## src/rtl/pipe_scheduler.sv

```systemverilog
// rtl/pipe_scheduler.sv - Flappy Bird game FSM with pipe spawn/scroll/retire, gap LFSR and score
module pipe_scheduler #(
    parameter int unsigned N_PIPES      = 3,
    parameter int unsigned SPAWN_X      = 639,
    parameter int unsigned SPAWN_FRAMES = 200,
    parameter int unsigned SCROLL_STEP  = 2,
    parameter int unsigned GAP_MIN      = 60,
    parameter int unsigned BIRD_X       = 300
) (
    input  logic                    frame_clk,
    input  logic                    Reset,
    input  logic                    start,
    input  logic                    collide,
    output logic [10*N_PIPES-1:0]   pipe_x,
    output logic [10*N_PIPES-1:0]   pipe_gap_y,
    output logic [N_PIPES-1:0]      pipe_active,
    output logic [7:0]              score,
    output logic [1:0]              game_state
);

    localparam int CNT_W = (SPAWN_FRAMES > 1) ? $clog2(SPAWN_FRAMES) : 1;
    localparam logic [CNT_W-1:0] CNT_RELOAD = CNT_W'(SPAWN_FRAMES - 1);
    localparam logic [9:0] SPAWN_X_V = 10'(SPAWN_X);
    localparam logic [9:0] STEP_V    = 10'(SCROLL_STEP);
    localparam logic [9:0] GAP_MIN_V = 10'(GAP_MIN);
    localparam logic [9:0] BIRD_X_V  = 10'(BIRD_X);

    typedef enum logic [1:0] {
        S_IDLE = 2'd0,
        S_RUN  = 2'd1,
        S_OVER = 2'd2
    } state_t;

    state_t             state_q;
    state_t             state_d;
    logic               start_q;
    logic               start_rise;
    logic [7:0]         lfsr_q;
    logic [CNT_W-1:0]   cnt_q;
    logic [CNT_W-1:0]   cnt_d;
    logic [9:0]         x_q   [N_PIPES];
    logic [9:0]         x_d   [N_PIPES];
    logic [9:0]         gap_q [N_PIPES];
    logic [9:0]         gap_d [N_PIPES];
    logic [N_PIPES-1:0] act_q;
    logic [N_PIPES-1:0] act_d;
    logic [7:0]         score_q;
    logic [7:0]         score_d;
    logic [2:0]         pass_cnt;
    logic [8:0]         score_sum;
    logic               spawn_found;

    assign start_rise = start & ~start_q;

    // Game state register
    always_ff @(posedge frame_clk or posedge Reset) begin
        if (Reset) begin
            state_q <= S_IDLE;
        end else begin
            state_q <= state_d;
        end
    end

    // Game state transitions; the unused encoding falls back to IDLE
    always_comb begin
        state_d = state_q;
        case (state_q)
            S_IDLE:  if (start_rise) state_d = S_RUN;
            S_RUN:   if (collide)    state_d = S_OVER;
            S_OVER:  if (start_rise) state_d = S_IDLE;
            default: state_d = S_IDLE;
        endcase
    end

    // Per-frame pipe field update, computed entirely from pre-edge values
    always_comb begin
        x_d         = x_q;
        gap_d       = gap_q;
        act_d       = act_q;
        score_d     = score_q;
        cnt_d       = cnt_q;
        pass_cnt    = 3'd0;
        score_sum   = 9'd0;
        spawn_found = 1'b0;
        case (state_q)
            S_IDLE: begin
                if (start_rise) begin
                    act_d   = '0;
                    score_d = 8'd0;
                    cnt_d   = '0;
                end
            end
            S_RUN: begin
                // A collision freezes the field exactly as it was
                if (!collide) begin
                    for (int i = 0; i < int'(N_PIPES); i++) begin
                        if (act_q[i]) begin
                            if (x_q[i] < STEP_V) begin
                                act_d[i] = 1'b0;
                            end else begin
                                x_d[i] = x_q[i] - STEP_V;
                                if ((x_q[i] > BIRD_X_V) && ((x_q[i] - STEP_V) <= BIRD_X_V)) begin
                                    pass_cnt = pass_cnt + 3'd1;
                                end
                            end
                        end
                    end
                    score_sum = {1'b0, score_q} + {6'd0, pass_cnt};
                    score_d   = score_sum[8] ? 8'hFF : score_sum[7:0];
                    if (cnt_q == '0) begin
                        // Freedom is judged pre-edge, so a slot retiring now is not reused yet
                        for (int i = 0; i < int'(N_PIPES); i++) begin
                            if (!act_q[i] && !spawn_found) begin
                                spawn_found = 1'b1;
                                act_d[i]    = 1'b1;
                                x_d[i]      = SPAWN_X_V;
                                gap_d[i]    = GAP_MIN_V + {2'b00, lfsr_q};
                            end
                        end
                        if (spawn_found) begin
                            cnt_d = CNT_RELOAD;
                        end
                    end else begin
                        cnt_d = cnt_q - CNT_W'(1);
                    end
                end
            end
            default: ;
        endcase
    end

    // Pipe field, score, spawn timer, start edge detector and gap LFSR registers
    always_ff @(posedge frame_clk or posedge Reset) begin
        if (Reset) begin
            for (int i = 0; i < int'(N_PIPES); i++) begin
                x_q[i]   <= SPAWN_X_V;
                gap_q[i] <= GAP_MIN_V;
            end
            act_q   <= '0;
            score_q <= 8'd0;
            cnt_q   <= '0;
            start_q <= 1'b0;
            lfsr_q  <= 8'hA5;
        end else begin
            x_q     <= x_d;
            gap_q   <= gap_d;
            act_q   <= act_d;
            score_q <= score_d;
            cnt_q   <= cnt_d;
            start_q <= start;
            // Taps 8,6,5,4; a stuck-at-zero state is forced back to the seed
            if (lfsr_q == 8'h00) begin
                lfsr_q <= 8'hA5;
            end else begin
                lfsr_q <= {lfsr_q[6:0], lfsr_q[7] ^ lfsr_q[5] ^ lfsr_q[4] ^ lfsr_q[3]};
            end
        end
    end

    genvar g;
    generate
        for (g = 0; g < int'(N_PIPES); g++) begin : g_pack
            assign pipe_x[10*g +: 10]     = x_q[g];
            assign pipe_gap_y[10*g +: 10] = gap_q[g];
        end
    endgenerate

    assign pipe_active = act_q;
    assign score       = score_q;
    assign game_state  = state_q;

endmodule
```

## config.mk

```make
export PLATFORM = sky130hd
export DESIGN_NAME = pipe_scheduler
export DESIGN_NICKNAME = d
export VERILOG_FILES = /design/src/rtl/pipe_scheduler.sv
export SDC_FILE = /design/constraint.sdc
export NUM_CORES = 1
export LEC_CHECK = 0
export ABC_CLOCK_PERIOD_IN_PS = 3870
export BUFFER_PORTS_ARGS = -buffer_cell sky130_fd_sc_hd__buf_2
export CORE_ASPECT_RATIO = 0.6
export CORE_MARGIN = 1
export CORE_UTILIZATION = 51
export DETAILED_ROUTE_END_ITERATION = 6
export PLACE_DENSITY = 0.82
export SYNTH_ARGS = -nofsm -noshare
export SYNTH_HDL_FRONTEND = slang
export SYNTH_SLANG_ARGS = --single-unit
```

## constraint.sdc

```tcl
create_clock -name frame_clk -period 3.87 [get_ports frame_clk]
set_input_delay 0.5805 -clock frame_clk [delete_from_list [all_inputs] [get_ports frame_clk]]
set_output_delay 0.5805 -clock frame_clk [all_outputs]
set_load 0.03 [all_outputs]
```

==> results of run 1 <==
==> cell usage after synthesis (5+ instances only) <==
cell type	number	area (µm²)
dfrtp_1	47	1180
nor2_1	37	139
inv_1	23	86.3
xor2_1	9	78.8
buf_2	5	25.0
a31oi_1	10	62.6
or3_1	11	68.8
o21ai_0	44	220
o21ai_1	8	40.0
nor3_1	17	85.1
a21oi_1	25	125
nand2_1	65	244
xnor2_1	13	114
clkbuf_1	17	63.8
nand3_1	11	55.1
nor3b_1	5	37.5
nand2b_1	14	87.6
ha_1	14	175
mux2_2	5	56.3
o31ai_1	5	37.5
dfstp_2	40	1050
==> layer usage <==
| metal | part of all wire | wire [µm] |
|---|---|---|
| met5 | 0 | 0 |
| met4 | 0.019 | 239 |
| met3 | 0.067 | 851 |
| met2 | 0.46 | 5850 |
| met1 | 0.45 | 5710 |
==> flip-flops by register name, summed over array words and instances, names as in the netlist <==
name	flops
lfsr_q	8
pipe_active	3
cnt_q	8
game_state	2
score	8
pipe_gap_y	27
pipe_x	30
start_q	1
==> final timing paths <==
| check | from | end | slack (ns) | cells after the start |
|---|---|---|---|---|
| worst max-delay path | pipe_x[12]$_DFFE_PP1P_ | score[4]$_DFFE_PP0P_ | -0.21 | 19 |
| worst min-delay path | Reset | pipe_gap_y[7]$_DFFE_PP0P_ | 0.26 | 2 |
| worst max register to register | pipe_x[12]$_DFFE_PP1P_ | score[4]$_DFFE_PP0P_ | -0.21 | 19 |
| worst min register to register | lfsr_q[0]$_DFF_PP1_ | lfsr_q[1]$_DFF_PP0_ | 0.44 | 0 |
| max in group asynchronous | Reset | pipe_x[29]$_DFFE_PP1P_ | 2.78 | 3 |
| min in group frame_clk | start | start_q$_DFF_PP0_ | 0.37 | 1 |
==> final cells by class <==
type	instances	area share
well taps	112	0.0242
clock inverters	6	0.0117
multi-input cells	373	0.420
flip-flops and latches	87	0.385
inverters	23	0.0151
clock buffers	10	0.0395
repair buffers	105	0.105
==> worst reg2reg max path, stage by stage, from the launching register on <==
cell and delay, ns:
dfstp_2 0.57, inv_2 0.06, ha_4 0.28, a21oi_4 0.05, nor4bb_4 0.30, o21bai_1 0.10
a22o_1 0.21, a21oi_2 0.22, ha_1 0.17, inv_1 0.04, mux2_4 0.25, a21oi_2 0.13
ha_1 0.24, mux2_4 0.28, fa_2 0.37, a21o_1 0.19, nand4_1 0.13, nand2_2 0.12
o21ai_1 0.13, a21oi_1 0.07
==> cell usage in the layout, fill, tap and decap left out, drive strengths merged, types with 9 or more instances in the layout <==
master,n
xnor2,13
nand2b,14
nor2,38
nor3,18
dfstp,40
clkbuf,10
a31oi,10
inv,24
nand3,11
ha,14
a21oi,26
o21ai,52
buf,105
dfrtp,47
or3,11
nand2,66
xor2,9
==> logic make-up after synthesis <==
logic type | Yosys count | synth area share
other | 1 | 0.000793
adders and majority gates | 15 | 0.0413
buffers and inverters | 50 | 0.0442
muxes | 7 | 0.0164
DFF | 87 | 0.471
AOI/OAI and AO/OA | 137 | 0.182
xor gates and xnor gates | 22 | 0.0407
and+or+nand+nor | 189 | 0.204
==> power by group <==
group	internal (W)	total (W)	switching (W)	leakage, nW
logic	0.000474	0.00142	0.000942	1.49
clock network	0.000504	0.000886	0.000382	0.139
registers	0.00116	0.00136	0.000198	1.05
==> through the flow <==
step                      instances  setup WS (ns)  hold WS (ns)  instance area, µm²  utilization
after floorplan                 510        -0.0555         0.472                4780            -
after global placement          696        -0.0770         0.432                5380        0.614
after detailed placement        696         -0.244         0.430                5380        0.614
after CTS                       717        -0.0472         0.277                5750        0.657
after global routing            716         -0.306         0.308                5790        0.662
final                           716         -0.209         0.259                5790        0.662
==> what timing repair did <==
action | 4_1_cts | 5_1_grt
pin swaps | 18 | 5
setup endpoints to repair | 8 | 8
buffers inserted | 5 | 2
resized for setup | 11 | 8
==> results by group, run 1 <==
Critical path
  – Worst path top cell family by delay: compound AO/OA/AOI/OAI gates
  – CP cell instances: inv_2, ha_4, a21oi_4, nor4bb_4, o21bai_1, a22o_1, a21oi_2, ha_1, inv_1, mux2_4, a21oi_2, ha_1, mux2_4, fa_2, a21o_1, nand4_1, nand2_2, o21ai_1, a21oi_1
  – Crit path max fanout: 4
  – Crit path buf inv count: 2
  – WS Path Type: flop to flop
  – Worst setup SP type: flop
  – WP data arrival: 4.28 ns
  – Slowest cell on the critical path: dfstp_2
  – Max incr delay on CP: 0.57 ns
  – Critical Path Sink Type: flop
  – WP data required: slightly above 4 ns

Route
  – Avg WL per Cell: roughly 18 µm
  – DRT Pass-1 Iters: 5
  – Antenna Nets Post-Route: 0
  – Via density per instance: between 5 and 6
  – Initial drt markers: 364
  – Via count: 4,277
  – Final wirelength: roughly 13,000 µm
  – # DRC: 0

Floorplanning
  – Die Wd: around 130 µm
  – Die area: 0.00968 mm²
  – Rows: 26
  – Initial core utilization: 0.540
  – Core box area: 0.00875 mm²
  – IO Pins: 77
  – Die H: 76.6 µm

Global routing
  – Vias in the first global route: 4,144
  – Largest net degree at the start of global routing: 34
  – Remaining global-route overflow: 0
  – Met1 global-route usage: 0.371
  – Layer carrying the most global-route usage: met2
  – Initial antenna violation count: 0
  – First-pass GRT wire length: 20,700 µm
  – Met2 Track Usage GR: 0.438
  – Total track usage: 0.275
  – Global-route met3 utilization: 0.0674

Cells and area
  – Area Overhead vs Synth: 22.4%
  – Area occupied by multi-input gates: about 0.0024 mm²
  – # fillers: 704
  – N_diodes: 0
  – Reg area: 0.00223 mm²
  – Post-layout nets: roughly 620
  – Share of cells above drive strength 1: 0.336

Place
  – GPL Wtd Cong: approximately 0.90
  – I/O Buffers: between 70 and 80
  – DP HPWL: 8740 µm

Synth
  – Fraction of registers with async set/reset: 1.00
  – Post-synth cell types: 70
  – Yosys warns: 0
  – Syn Area/Cell: 9.31 µm²
  – #FFs+latches synth: 87
  – Number of flops mapped to enable cells by yosys: 0
  – Cell Area, Synth: 0.00473 mm²
  – Seq/Total Area, Yosys: 0.471
  – Synth Instances: between 500 and 600
  – Most frequently used flop master after synthesis: dfrtp_1

Clock network
  – CTS hold repair buffers: 0
  – CTS tree: yes
  – Clock transition at path regs: 0.07 ns
  – CTS Buf Count: 9
  – CTS HTree Levels: 3
  – Clock Path Buffers: 2
  – Clock Latency Late Sink: 0.35 ns
  – Root buffer cell: clkbuf_16
  – Clk sinks: 87

Timing
  – Final hold vios: 0
  – Max Fclk: between 200 and 250 MHz
  – Clk_skew: 0.00848 ns
  – Setup WS post-layout: -0.209 ns
  – RSZ-0062 raised after global routing: true
  – Worst-Margin Slew: 0.984 ns
  – Final setup TNS: -1.21 ns
  – Final period util: 1.05
  – Relative slew slack: 0.342
  – # setup viols final: 8
  – Final Max Tran Viols: 0
  – Crit path time final: 4.08 ns

Job
  – Max-Cap Viols: 0

Pwr
  – Pwr/cell area: 633 mW/mm²
  – Leak: between 2 and 3 nW
  – VDD IR max: 305 µV
  – Power consumption: 0.00366 W

Min path
  – Hold Path Class: input pin to asynchronous set/reset pin

Outcome
  – Status: finished, violations left
  – Failing checks: negative setup slack
Note: power is estimated with default switching activity, not from simulation.
==> run 2: changes to the inputs <==
Settings changed: ABC_AREA set to 1.
==> results by group, run 2 <==
Synth
  – Fraction of registers with async set/reset: 1.00 (unchanged)
  – Yosys warns: 0 (unchanged)
  – #FFs+latches synth: 87 (unchanged)
  – Seq/Total Area, Yosys: 0.478 (was 0.471)
  – Number of flops mapped to enable cells by yosys: 0 (unchanged)
  – Synth Instances: 577 (was 508)
  – Post-synth cell types: 40 (was 70)
  – Syn Area/Cell: 8.08 µm² (was 9.31 µm²)
  – Cell Area, Synth: 0.00466 mm² (was 0.00473 mm²)
  – Largest cells by area after synthesis: dfrtp_1 (25%), dfstp_2 (23%), nand2_1 (12%) (was dfrtp_1 (25%), dfstp_2 (22%), nand2_1 (5.2%))
  – Most frequently used flop master after synthesis: dfrtp_1 (unchanged)
  – Most frequent cells after synthesis: nand2_1 (146), inv_1 (74), nor2_1 (51) (was nand2_1 (65), dfrtp_1 (47), o21ai_0 (44))
  – Post-synth top area cell: dfrtp_1 (unchanged)
  – Area share of the leading cell type in the synthesized netlist: 0.252 (was 0.249)
  – Top-count cell post-synth: nand2_1 (unchanged)

Timing
  – Final period util: 0.969 (was 1.05)
  – Worst hold slack: 0.370 ns (was 0.259 ns)
  – Worst-Margin Slew: 0.918 ns (was 0.984 ns)
  – Crit path time final: 3.75 ns (was 4.08 ns)
  – # setup viols final: 0 (was 8)
  – Max Fclk: 267 MHz (was 245 MHz)
  – Relative slew slack: 0.388 (was 0.342)
  – Final hold vios: 0 (unchanged)
  – Clk_skew: 0.00563 ns (was 0.00848 ns)
  – Final Max Tran Viols: 0 (unchanged)

Global routing
  – Vias in the first global route: 3,926 (was 4,144)
  – First-pass GRT wire length: 19,600 µm (was 20,700 µm)
  – Total track usage: 0.261 (was 0.275)
  – Largest net degree at the start of global routing: 53 (was 34)
  – Remaining global-route overflow: 0 (unchanged)
  – Initial antenna violation count: 0 (unchanged)

Critical path
  – Flop2flop setup slack: 0.12 ns (was -0.21 ns)
  – Most used cell, CP: nand2_1
  – Crit path max fanout: 6 (was 4)
  – Crit path buf inv count: 1 (was 2)
  – Worst Reg-to-Reg Cells: 21 (was 19)
  – Worst setup SP type: flop (unchanged)
  – Critical Path Sink Type: flop (unchanged)
  – Worst path top cell family by delay: adder cells (was compound AO/OA/AOI/OAI gates)
  – Worst r2r dst: score[4]$_DFFE_PP0P_ (unchanged)
  – WP data required: 4.08 ns (was 4.07 ns)
  – Max incr delay on CP: 0.56 ns (was 0.57 ns)
  – Slowest cell on the critical path: dfstp_2 (unchanged)
  – CP cell instances: inv_1, ha_1, xnor2_1, o31ai_1, nand2_1, nand2_1, nand2_1, and2_1, ha_1, nand2_1, nand2_1, ha_1, nand2_1, o21ai_2, fa_2, nand2_1, nand2_2, nand2_2, nor2_4, o21ai_1, o21ai_1 (was inv_2, ha_4, a21oi_4, nor4bb_4, o21bai_1, a22o_1, a21oi_2, ha_1, inv_1, mux2_4, a21oi_2, ha_1, mux2_4, fa_2, a21o_1, nand4_1, nand2_2, o21ai_1, a21oi_1)
  – Worst r2r src: pipe_x[12]$_DFFE_PP1P_ (unchanged)
  – WP data arrival: 3.96 ns (was 4.28 ns)
  – WS Path Type: flop to flop (unchanged)

Floorplanning
  – Core box area: 0.00869 mm² (was 0.00875 mm²)
  – IO Pins: 77 (unchanged)
  – Die area: 0.00954 mm² (was 0.00968 mm²)
  – Die Wd: 125 µm (was 126 µm)
  – Rows: 26 (unchanged)
  – Initial core utilization: 0.537 (was 0.540)
  – Die H: 76.1 µm (was 76.6 µm)

Place
  – I/O Buffers: 73 (unchanged)
  – GPL Wtd Cong: 0.938 (was 0.904)
  – DP HPWL: 8380 µm (was 8740 µm)

Route
  – Antenna Nets Post-Route: 0 (unchanged)
  – Final wirelength: 11,700 µm (was 12,600 µm)
  – # DRC: 2 (was 0)
  – DRT Pass-1 Iters: 7 (was 5)
  – Avg WL per Cell: 15.2 µm (was 17.7 µm)
  – Initial drt markers: 479 (was 364)
  – Via count: 4,280 (was 4,277)
  – Via density per instance: 5.55 (was 5.97)

Pwr
  – Sequential Power Share: 0.357 (was 0.371)
  – Power consumption: 0.00442 W (was 0.00366 W)
  – VDD IR max: 492 µV (was 305 µV)
  – Leak: 2.79 nW (was 2.68 nW)
  – Clock power share: 0.197 (was 0.242)
  – Int Pwr: 0.00239 W (was 0.00214 W)
  – Comb power frac: 0.446 (was 0.387)
  – Switch Pwr: 0.00203 W (was 0.00152 W)
  – Sw Share: 0.459 (was 0.416)
  – Pwr/cell area: 810 mW/mm² (was 633 mW/mm²)

Outcome
  – Failing checks: design-rule violations (was negative setup slack)
  – Status: finished, violations left (unchanged)

Cells and area
  – Max FFs per register: 30 (unchanged)
  – Area Overhead vs Synth: 17.3% (was 22.4%)
  – Post-layout nets: 673 (was 618)
  – Most frequent cells in the layout: nand2_1 (143), buf_2 (73), inv_1 (72) (was buf_2 (73), nand2_1 (64), dfrtp_1 (47))
  – Area occupied by multi-input gates: 0.00212 mm² (was 0.00243 mm²)
  – Reg area: 0.00223 mm² (unchanged)
  – # fillers: 689 (was 704)
  – Commonest non-fill, non-tap cell in the layout: nand2_1 (was buf_2)
  – Share of cells above drive strength 1: 0.249 (was 0.336)
  – N_diodes: 0 (unchanged)

Clock network
  – Clock Path Buffers: 2 (unchanged)
  – CTS HTree Levels: 3 (unchanged)
  – CTS tree: yes (unchanged)
  – Clock transition at path regs: 0.06 ns (was 0.07 ns)
  – CTS hold repair buffers: 0 (unchanged)
  – CTS Buf Count: 9 (unchanged)
  – Clk sinks: 87 (unchanged)
  – Clock Latency Late Sink: 0.34 ns (was 0.35 ns)
  – Root buffer cell: clkbuf_16 (unchanged)

Job
  – Max-Cap Viols: 0 (unchanged)

Min path
  – Worst Hold Path Cells: 1
  – Hold Path Class: input pin to flop (was input pin to asynchronous set/reset pin)
  – Hold EP: start_q$_DFF_PP0_
  – Hold path start: start
==> run 2: cell types whose count changed after synthesis, sizes merged, moves of 12 or more <==
cell	change
nand2	+85
o21ai	+12
clkbuf	-15
nand3	+23
inv	+57
nand2b	-14
nor2	+18
nor3	-12
==> run 2: worst register-to-register path, stage by stage (launching register included) <==
cell and delay [ns]:
dfstp_2 0.56, inv_1 0.07, ha_1 0.22, xnor2_1 0.16
o31ai_1 0.26, nand2_1 0.08, nand2_1 0.07, nand2_1 0.04
and2_1 0.17, ha_1 0.28, nand2_1 0.10, nand2_1 0.10
ha_1 0.30, nand2_1 0.09, o21ai_2 0.09, fa_2 0.38
nand2_1 0.12, nand2_2 0.09, nand2_2 0.12, nor2_4 0.07
o21ai_1 0.16, o21ai_1 0.09
==> run 2: metal layers <==
| metal | share of wire | wire [µm] | vias to the layer above | GRT usage |
|---|---|---|---|---|
| li1 | - | - | 2007 | - |
| met1 | 0.48 | 5660 | 2012 | 0.388 |
| met2 | 0.41 | 4860 | 234 | 0.370 |
| met3 | 0.087 | 1020 | 27 | 0.0801 |
| met4 | 0.016 | 185 | 0 | 0.0610 |
| met5 | 0 | 0 | - | 0 |
==> run 2: power by group through the flow <==
stage          registers [W]  logic, W  clock network, W
2_1_floorplan        0.00200  0.000960                 0
3_3_place_gp         0.00157   0.00188                 0
3_5_place_dp         0.00158   0.00191                 0
4_1_cts              0.00157   0.00195          0.000881
5_1_grt              0.00162   0.00218          0.000918
6_report             0.00158   0.00197          0.000871
==> run 2: worst max path at each step <==
stage | startpoint | to | slack, ns | depth (start not counted)
CTS | pipe_x[1]$_DFFE_PP1P_ | score[4]$_DFFE_PP0P_ | 0.05 | 22
global route | pipe_x[12]$_DFFE_PP1P_ | score[4]$_DFFE_PP0P_ | -0.04 | 21
detailed placement | pipe_x[11]$_DFFE_PP1P_ | score[4]$_DFFE_PP0P_ | -0.003 | 21
floorplan | pipe_x[11]$_DFFE_PP1P_ | score[4]$_DFFE_PP0P_ | 0.34 | 21
finish | pipe_x[12]$_DFFE_PP1P_ | score[4]$_DFFE_PP0P_ | 0.12 | 21
global placement | pipe_x[1]$_DFFE_PP1P_ | score[2]$_DFFE_PP0P_ | 0.29 | 22
==> run 2: area by class of cell <==
| class | instances | area share |
|---|---|---|
| flip-flops and latches | 87 | 0.408 |
| multi-input cells | 401 | 0.387 |
| repair buffers | 75 | 0.0696 |
| inverters | 80 | 0.0552 |
| clock buffers | 11 | 0.0444 |
| well taps | 112 | 0.0256 |
| clock inverters | 5 | 0.0103 |
==> run 2: logic make-up after synthesis <==
group,count (synthesis),synth area share
compound gates,103,0.123
simple gates,259,0.239
buf+inv,91,0.0773
xor+xnor,21,0.0395
other cells,1,0.000805
fa+ha+maj,15,0.0419
flops,87,0.478
==> run 2: metrics by stage <==
step | instances | instance area, µm² | util | setup slack [ns] | TNS [ns]
global route | 771 | 5470 | 0.629 | -0.0361 | -0.0523
CTS | 771 | 5430 | 0.626 | 0.0530 | 0
global placement | 754 | 5120 | 0.590 | 0.286 | 0
floorplan | 579 | 4670 | - | 0.341 | 0
detailed placement | 754 | 5120 | 0.590 | -0.00316 | -0.00316
finish | 771 | 5470 | 0.629 | 0.118 | 0
==> run 2: timing repair <==
| action | CTS | global route |
|---|---|---|
| setup endpoints to repair | 6 | 8 |
| pin swaps | 2 | 2 |
| buffers inserted | 1 | 0 |
| gates resized for setup | 3 | 12 |
| gates cloned | 0 | 0 |
| hold endpoints to repair | 0 | 0 |
==> run 3: changes to the inputs <==
Settings changed: REMOVE_ABC_BUFFERS set to 1.
==> results by group, run 3 (synthesis results as in run 2) <==
Critical path
  – Crit path max fanout: 6 (unchanged)
  – WS Path Type: flop to flop (unchanged)
  – Max incr delay on CP: 0.56 ns (about the same)
  – Crit path launch: pipe_x[11]$_DFFE_PP1P_ (was pipe_x[12]$_DFFE_PP1P_)
  – Worst path top cell family by delay: adder cells (unchanged)
  – Worst r2r src: pipe_x[11]$_DFFE_PP1P_ (was pipe_x[12]$_DFFE_PP1P_)
  – Flop2flop setup slack: 0.21 ns (was 0.12 ns)
  – Most used cell, CP: nand2_1 (unchanged)
  – Worst path depth: 21 (unchanged)
  – Crit path buf inv count: 1 (unchanged)
  – WP data required: 4.07 ns (was 4.08 ns)
  – Worst Reg-to-Reg Cells: 21 (unchanged)
  – Worst r2r dst: score[4]$_DFFE_PP0P_ (unchanged)
  – CP cell instances: inv_1, ha_1, nand4_1, xor2_1, nor2_1, nand2_1, nand2_1, and2_1, ha_1, nand2_1, nand2_1, ha_1, nand2_1, o21ai_2, fa_2, nand2_1, nand2_1, nand2_1, nor2_2, o21ai_0, o21ai_0 (was inv_1, ha_1, xnor2_1, o31ai_1, nand2_1, nand2_1, nand2_1, and2_1, ha_1, nand2_1, nand2_1, ha_1, nand2_1, o21ai_2, fa_2, nand2_1, nand2_2, nand2_2, nor2_4, o21ai_1, o21ai_1)
  – Worst setup SP type: flop (unchanged)
  – Critical Path Sink Type: flop (unchanged)
  – CP Capture Point: score[4]$_DFFE_PP0P_ (unchanged)
  – WP data arrival: 3.87 ns (was 3.96 ns)
  – Slowest cell on the critical path: dfstp_2 (unchanged)

Cells and area
  – Reg area: 0.00223 mm² (unchanged)
  – Area Overhead vs Synth: 17.3% (unchanged)
  – Share of cells above drive strength 1: 0.251 (was 0.249)
  – Post-layout nets: 675 (was 673)
  – Most frequent cells in the layout: nand2_1 (145), buf_2 (73), inv_1 (72) (was nand2_1 (143), buf_2 (73), inv_1 (72))
  – Commonest non-fill, non-tap cell in the layout: nand2_1 (unchanged)
  – # fillers: 736 (was 689)
  – Area occupied by multi-input gates: 0.00211 mm² (was 0.00212 mm²)
  – N_diodes: 0 (unchanged)
  – Max FFs per register: 30 (unchanged)

Clock network
  – Clk sinks: 87 (unchanged)
  – CTS tree: yes (unchanged)
  – CTS HTree Levels: 3 (unchanged)
  – Clock Path Buffers: 2 (unchanged)
  – CTS Buf Count: 9 (unchanged)
  – CTS hold repair buffers: 0 (unchanged)
  – Clock transition at path regs: 0.06 ns (about the same)
  – Root buffer cell: clkbuf_16 (unchanged)
  – Clock Latency Late Sink: 0.34 ns (about the same)

Timing
  – Final Max Tran Viols: 0 (unchanged)
  – RSZ-0062 raised after global routing: false
  – # setup viols final: 0 (unchanged)
  – Worst-Margin Slew: 0.877 ns (was 0.918 ns)
  – Max Fclk: 273 MHz (was 267 MHz)
  – Crit path time final: 3.66 ns (was 3.75 ns)
  – Final hold vios: 0 (unchanged)
  – Final setup TNS: 0 ns (unchanged)
  – Relative slew slack: 0.414 (was 0.388)
  – Final period util: 0.947 (was 0.969)
  – Clk_skew: 0.00802 ns (was 0.00563 ns)

Global routing
  – Initial antenna violation count: 0 (unchanged)
  – First-pass GRT wire length: 19,000 µm (was 19,600 µm)
  – Remaining global-route overflow: 0 (unchanged)
  – Total track usage: 0.252 (was 0.261)
  – Largest net degree at the start of global routing: 49 (was 53)
  – Vias in the first global route: 3,890 (was 3,926)

Place
  – I/O Buffers: 73 (unchanged)
  – GPL Wtd Cong: 0.905 (was 0.938)
  – DP HPWL: 8280 µm (was 8380 µm)

Floorplanning
  – Rows: 26 (unchanged)
  – Die Wd: 125 µm (unchanged)
  – Initial core utilization: 0.537 (unchanged)
  – Die H: 76.1 µm (unchanged)
  – IO Pins: 77 (unchanged)
  – Die area: 0.00954 mm² (unchanged)
  – Core box area: 0.00869 mm² (unchanged)

Outcome
  – Status: finished, violations left (unchanged)
  – Failing checks: design-rule violations (unchanged)

Route
  – DRT Pass-1 Iters: 7 (unchanged)
  – # DRC: 4 (was 2)
  – Via count: 4,198 (was 4,280)
  – Final wirelength: 11,400 µm (was 11,700 µm)
  – Avg WL per Cell: 14.7 µm (was 15.2 µm)
  – Initial drt markers: 334 (was 479)
  – Via density per instance: 5.43 (was 5.55)
  – Antenna Nets Post-Route: 0 (unchanged)

Min path
  – Hold Path Class: input pin to asynchronous set/reset pin (was input pin to flop)

Pwr
  – VDD IR max: 392 µV (was 492 µV)
  – Power consumption: 0.00438 W (was 0.00442 W)
  – Pwr/cell area: 802 mW/mm² (was 810 mW/mm²)
  – Leak: 2.79 nW (about the same)

Job
  – Max-Cap Viols: 0 (unchanged)
-- run 3: cell types whose count changed in the layout (fill, tap and decap cells not counted), sizes merged --
cell      delta
inv          -2
clkinvlp     +3
buf          +2
bufinv       -1
-- run 3: cell type report --
class,instances,area share
clock buffers,11,0.0462
inverters,80,0.0559
well taps,112,0.0256
clock inverters,5,0.00595
repair buffers,77,0.0723
flip-flops and latches,87,0.408
multi-input cells,401,0.386
-- run 3: per-stage QoR --
stage	hold slack, ns	utilization	setup WS (ns)	cells	area (µm²)
after global placement	0.403	0.590	0.294	754	5120
after detailed placement	0.404	0.590	0.0372	754	5120
after floorplan	0.396	-	0.338	568	4610
final	0.353	0.629	0.207	773	5470
after global routing	0.346	0.629	0.00908	773	5470
after CTS	0.351	0.623	0.0228	770	5410
-- run 3: repair_timing --
item	in CTS	in global routing
resized for setup	0	11
setup endpoints to repair	0	8
setup buffers	0	3
-- run 3: how the worst min path moves through the flow --
stage / endpoint / slack [ns] / cells after the start
finish: pipe_active[0]$_DFFE_PP0P_ / 0.35 / 2
global route: start_q$_DFF_PP0_ / 0.35 / 1
CTS: start_q$_DFF_PP0_ / 0.35 / 1
detailed placement: lfsr_q[1]$_DFF_PP0_ / 0.40 / 0
global placement: lfsr_q[1]$_DFF_PP0_ / 0.40 / 0
floorplan: lfsr_q[1]$_DFF_PP0_ / 0.40 / 0
-- run 3: metal layers --
layer,track usage,part of all wire,vias to the layer above
met3,0.0639,0.078,19
li1,-,-,2010
met4,0.0768,0.017,0
met5,0,0,-
met1,0.381,0.50,1980
met2,0.352,0.41,189
-- run 3: power by group --
group,leakage [nW],switching (W),internal (W),total [W]
clock network,0.134,0.000354,0.000467,0.000821
logic,1.62,0.00138,0.000598,0.00198
registers,1.03,0.000293,0.00129,0.00158
